## config.mk

```make
export PLATFORM = sky130hd
export DESIGN_NAME = dds_sweep_ctrl
export DESIGN_NICKNAME = d
export VERILOG_FILES = /design/src/rtl/dds_sweep_ctrl.sv
export SDC_FILE = /design/constraint.sdc
export NUM_CORES = 1
export LEC_CHECK = 0
export BUFFER_PORTS_ARGS = -buffer_cell sky130_fd_sc_hd__buf_2
export CORE_MARGIN = 5
export CORE_UTILIZATION = 30
export CTS_BUF_LIST = sky130_fd_sc_hd__clkbuf_8
export CTS_CLUSTER_SIZE = 20
export DETAILED_ROUTE_END_ITERATION = 8
export MAX_ROUTING_LAYER = met4
export PLACE_DENSITY_LB_ADDON = 0.2
export SLEW_MARGIN = 15
export SYNTH_ARGS = -nofsm -noshare
export SYNTH_HDL_FRONTEND = slang
export SYNTH_SLANG_ARGS = --single-unit
```

## constraint.sdc

```tcl
create_clock -name clk -period 3.4 [get_ports clk]
set_input_delay 0 -clock clk [delete_from_list [all_inputs] [get_ports clk]]
set_output_delay 0 -clock clk [all_outputs]
set_load 0.03 [all_outputs]
```

## src/rtl/dds_sweep_ctrl.sv

```systemverilog
// Stepped-frequency sweep sequencer: drives ICB writes into the DDS register
// file (FCW to con0, enable to con1) and dwells a fixed number of cycles per step.
module dds_sweep_ctrl #(
  parameter logic [7:0] ADR_CON0 = 8'd0,
  parameter logic [7:0] ADR_CON1 = 8'd1
) (
  input  logic        clk,
  input  logic        rst_,
  input  logic        start,
  input  logic        abort,
  input  logic [31:0] cfg_fcw_start,
  input  logic [31:0] cfg_fcw_step,
  input  logic [15:0] cfg_nsteps,
  input  logic [15:0] cfg_dwell,
  output logic        m_icb_wr,
  output logic [7:0]  m_icb_wadr,
  output logic [31:0] m_icb_wdat,
  input  logic        m_icb_wack,
  output logic        busy,
  output logic        done,
  output logic        aborted,
  output logic [31:0] cur_fcw,
  output logic [15:0] step_idx
);

  typedef enum logic [2:0] {
    IDLE, WR_F, WR_EN, DWELL, WR_DIS, FIN
  } state_t;

  state_t      state, state_n;
  logic [31:0] fcw;
  logic [31:0] fcw_step;
  logic [15:0] nsteps;
  logic [15:0] dwell_ld;
  logic [15:0] dcnt;
  logic        abort_flag;
  logic        abort_any;
  logic        dwell_last;
  logic [15:0] step_next;

  assign abort_any  = abort_flag | abort;
  assign dwell_last = (dcnt == 16'd1);
  assign step_next  = step_idx + 16'd1;

  always_comb begin
    state_n = state;
    unique case (state)
      IDLE:   if (start) state_n = (cfg_nsteps == 16'd0) ? FIN : WR_F;
      WR_F:   if (m_icb_wack) begin
                if (abort_any)               state_n = WR_DIS;
                else if (step_idx == 16'd0)  state_n = WR_EN;
                else                         state_n = DWELL;
              end
      WR_EN:  if (m_icb_wack) state_n = abort_any ? WR_DIS : DWELL;
      DWELL:  if (abort_any)       state_n = WR_DIS;
              else if (dwell_last) state_n = (step_next == nsteps) ? WR_DIS : WR_F;
      WR_DIS: if (m_icb_wack) state_n = FIN;
      FIN:    state_n = IDLE;
      default: state_n = IDLE;
    endcase
  end

  always_ff @(posedge clk or negedge rst_) begin
    if (!rst_) begin
      state      <= IDLE;
      fcw        <= '0;
      fcw_step   <= '0;
      nsteps     <= '0;
      dwell_ld   <= '0;
      dcnt       <= '0;
      abort_flag <= 1'b0;
      cur_fcw    <= '0;
      step_idx   <= '0;
    end else begin
      state <= state_n;

      if (state == IDLE && start) begin
        fcw_step <= cfg_fcw_step;
        nsteps   <= cfg_nsteps;
        dwell_ld <= (cfg_dwell == 16'd0) ? 16'd1 : cfg_dwell;
        if (cfg_nsteps != 16'd0) begin
          fcw      <= cfg_fcw_start;
          step_idx <= '0;
        end
      end

      if (state == IDLE || state == FIN) abort_flag <= 1'b0;
      else if (abort)                    abort_flag <= 1'b1;

      if (state == WR_F && m_icb_wack) cur_fcw <= fcw;

      // Counter is loaded on the edge entering DWELL so the first dwell cycle sees the full count.
      if (state_n == DWELL && state != DWELL) dcnt <= dwell_ld;
      else if (state == DWELL)                dcnt <= dcnt - 16'd1;

      if (state == DWELL && !abort_any && dwell_last) begin
        step_idx <= step_next;
        if (step_next != nsteps) fcw <= fcw + fcw_step;
      end
    end
  end

  // Bus and status outputs decode only the state register, so they change solely at clock edges.
  always_comb begin
    m_icb_wr   = 1'b0;
    m_icb_wadr = '0;
    m_icb_wdat = '0;
    unique case (state)
      WR_F:   begin m_icb_wr = 1'b1; m_icb_wadr = ADR_CON0; m_icb_wdat = fcw;   end
      WR_EN:  begin m_icb_wr = 1'b1; m_icb_wadr = ADR_CON1; m_icb_wdat = 32'h1; end
      WR_DIS: begin m_icb_wr = 1'b1; m_icb_wadr = ADR_CON1; m_icb_wdat = 32'h0; end
      default: ;
    endcase
  end

  assign busy    = (state != IDLE) && (state != FIN);
  assign done    = (state == FIN) && !abort_flag;
  assign aborted = (state == FIN) && abort_flag;

endmodule

```

==> results.py <==
metrics = {
    "clock_network": {
        "cts_tree": "yes",
        "htreeDepth": 4,
        "clkTransAtPathRegs_ns": 0.09,
        "cts_sinks": 164,
        "clk_latency_ns": 0.48,
        "root_buffer": "clkbuf_8",
        "numCtsBuffers": 17,
        "cts_buffer_depth": 2,
    },
    "critical_path": {
        "worstPathMaxFanout": 5,
        "crit_path_end_kind": "flip-flop",
        "critPathKind": "flip-flop to flip-flop",
        "rr_startpoint": "fcw[2]",
        "crit_chain": "ha_4 > o211ai_1 > o21ai_2 > o21a_1 > a221o_2 > a2111oi_4 > nor3b_4 > o211a_1 > or3_1 > and4_4 > a211oi_2",
        "cp_slowest_cell": "dfrtp_2",
        "cp-start-kind": "flip-flop",
        "cp-startpoint": "fcw[2]",
        "crit_path_max_incr_delay_ns": 0.45,
        "worst-r2r-setup-slack_ns": 0.12,
        "arrival_ns": 3.67,
        "required_ns": 3.80,
    },
    "floorplan": {
        "core_region_area_um2": 31300,
        "fp.dieW_um": 187,
        "initial_core_util_pct": 30.2,
        "die_y_um": 187,
        "die_area_um2": 35100,
        "pin_count": 193,
        "std_cell_rows": 65,
    },
    "detailed_routing": {
        "drt_iter0_drc": 452,
        "num_vias": 8050,
        "first_pass_iters": 5,
        "routedWlPerCell_um": 17.6,
        "wl_um": 28600,
        "postRouteAntennaNets": 0,
        "drc_errors": 0,
        "avgViaCountPerCell": 4.94,
    },
    "global_route": {
        "grt_pass1_wl_um": 46400,
        "grt_pass1_vias": 8450,
        "grt_overflow": 0,
        "grt.total_usage_pct": 16.9,
        "grt_max_degree": 73,
        "antenna_found_initial": 1,
    },
    "layout": {
        "final_area_um2": 12400,
        "areaGrowthSynthToFinish_pct": 31.5,
        "final_nets": 1353,
        "drive_gt1_share_pct": 30.4,
        "fillerInstances": 3131,
    },
    "flow_run": {
        "drv_cap": 0,
    },
    "placement": {
        "hpwl_um": 20000,
        "place_congestion": 0.820,
        "dp_slack_ns": 0.0835,
        "place_area_um2": 11000,
        "portBuffers": 185,
    },
    "synthesis": {
        "synth_top_cell_by_area": "dfrtp_1",
        "synthArstFlopShare_pct": 100,
        "yosys-top-cells-area": "dfrtp_1 43%, mux2_2 12%, ha_1 4.6%",
        "synth.distinct_cells": 68,
        "synth_top_flop_cell": "dfrtp_1",
        "netlist_area_um2": 9450,
        "seq_area_frac_synth_pct": 43.4,
        "yosysWarnings": 0,
        "synth_seq_cells": 164,
        "avgSynthCellArea_um2": 10.2,
        "synth_top_area_share_pct": 43.4,
        "syn_inst": 930,
        "synth_edf_count": 0,
    },
    "timing": {
        "setup_violations": 0,
        "maxSlewHeadroom_pct": 50.7,
        "setup_slack_ns": 0.121,
        "finalMaxSlewViolations": 0,
        "min_period_over_period_pct": 96.4,
        "min_period_ns": 3.28,
        "finalClockSkew_ns": 0.0171,
        "finalHoldViolCount": 0,
        "fmax_mhz": 305,
        "tightest_slew_ns": 0.738,
    },
    "power": {
        "worst_ir_drop_vdd_v": 0.000517,
        "power.leakage_nw": 5.60,
        "power_density_nw_per_um2": 962,
    },
    "status": {
        "run_status": "completed",
    },
    "hold_path": {
        "min_path_type": "input port to asynchronous set/reset pin",
    },
}
-- cell usage after synthesis, types with 21 or more instances --
master,n
o21ai_0,52
ha_1,35
and2_1,38
o21ai_1,21
nand2_1,54
mux2i_1,30
clkbuf_1,36
a21oi_1,54
nor2_1,68
mux2_2,103
dfrtp_1,164
xnor2_1,30
-- final timing paths --
path	to	cells after the start
max in group asynchronous	dwell_ld[14]	3
max reg2reg	fcw[31]	11
min reg2reg	dcnt[13]	2
min in group clk	fcw_step[18]	3
min	step_idx[2]	2
max	fcw[31]	11
-- logic make-up (layout without fill, tap and decap cells) --
logic type               count (synthesis)  after routing  synth area share (%)
buffers and inverters                   72            363                  3.24
AO/OA/AOI/OAI                          212            212                  14.3
XOR/XNOR                                44             44                  4.08
adder cells (fa/ha/maj)                 36             36                  4.85
other                                    1              8                0.0397
multiplexers                           133            133                  15.5
flip-flops                             164            164                  43.4
AND/OR/NAND/NOR                        268            268                  14.6
-- state kept, by name, summed over array words and instances (netlist names) --
| name | cells |
|---|---|
| fcw | 32 |
| cur_fcw | 32 |
| step_idx | 16 |
| dcnt | 16 |
| fcw_step | 32 |
| nsteps | 16 |
| abort_flag | 1 |
| state | 3 |
| dwell_ld | 16 |
-- critical path, delay by kind of cell, from the launching register on --
family                   cells  cell delay, ns
AO/OA/AOI/OAI                7            1.86
adder cells (fa/ha/maj)      1            0.26
flip-flops                   1            0.45
AND/OR/NAND/NOR              3            0.62
-- power breakdown --
part / internal, W / leakage, nW / switching, W
clock: 0.000651 / 0.182 / 0.000755
combinational: 0.00311 / 3.45 / 0.00381
sequential: 0.00285 / 1.97 / 0.000771
-- final cells by class --
type	instances	area (um^2)	area share (%)
tap	402	503	4.05
clock inverter	12	119	0.957
antenna	1	2.50	0.0202
sequential	164	4110	33.1
inverter	17	63.8	0.514
timing repair buffer	316	2250	18.1
multi-input combinational	700	5130	41.3
clock buffer	18	248	1.99
-- metrics by stage --
stage	std cells	TNS, ns	util (%)	hold slack (ns)	power, W
detailed placement	1495	0	35.0	0.0869	0.0104
global route	1630	-0.0110	39.7	0.149	0.0130
finish	1630	0	39.7	0.123	0.0120
global placement	1495	0	35.0	0.0838	0.0103
floorplan	936	0	-	-0.296	0.00857
CTS	1627	0	39.4	0.112	0.0120
-- cells in the final DEF, fill, tap and decap left out, types with 4 or more instances in the layout --
cell / count
a211oi_1: 6
a21o_1: 15
a21oi_1: 51
a311oi_1: 4
a31oi_1: 5
and2_1: 37
and3_1: 7
buf_12: 6
buf_2: 184
buf_4: 23
clkbuf_8: 18
clkinvlp_4: 5
conb_1: 7
dfrtp_1: 163
dlygate4sd3_1: 102
ha_1: 31
inv_1: 20
mux2_2: 103
mux2i_1: 30
nand2_1: 53
nand2b_1: 9
nand3_1: 18
nand3b_1: 4
nand4_1: 11
nor2_1: 67
nor2b_1: 9
nor3_1: 12
nor4_1: 14
o21a_1: 7
o21ai_0: 52
o21ai_1: 21
o31ai_1: 14
or3_1: 4
or4_1: 4
xnor2_1: 30
xor2_1: 14
-- layer usage --
metal / part of all wire [%] / GRT usage, % / vias up
met1: 47 / 21.7 / 3933
met4: 0.85 / 3.30 / 0
li1: - / - / 3934
met5: 0 / - / -
met2: 48 / 27.5 / 168
met3: 4.2 / 3.94 / 15
-- timing repair --
item / 4_1_cts / 5_1_grt
buffers inserted: 0 / 2
gates resized for setup: 0 / 9
hold buffers: 102 / 0
endpoints found under the setup margin: 0 / 3
endpoints found under the hold margin: 172 / 0
Note: power is estimated with default switching activity, not from simulation.
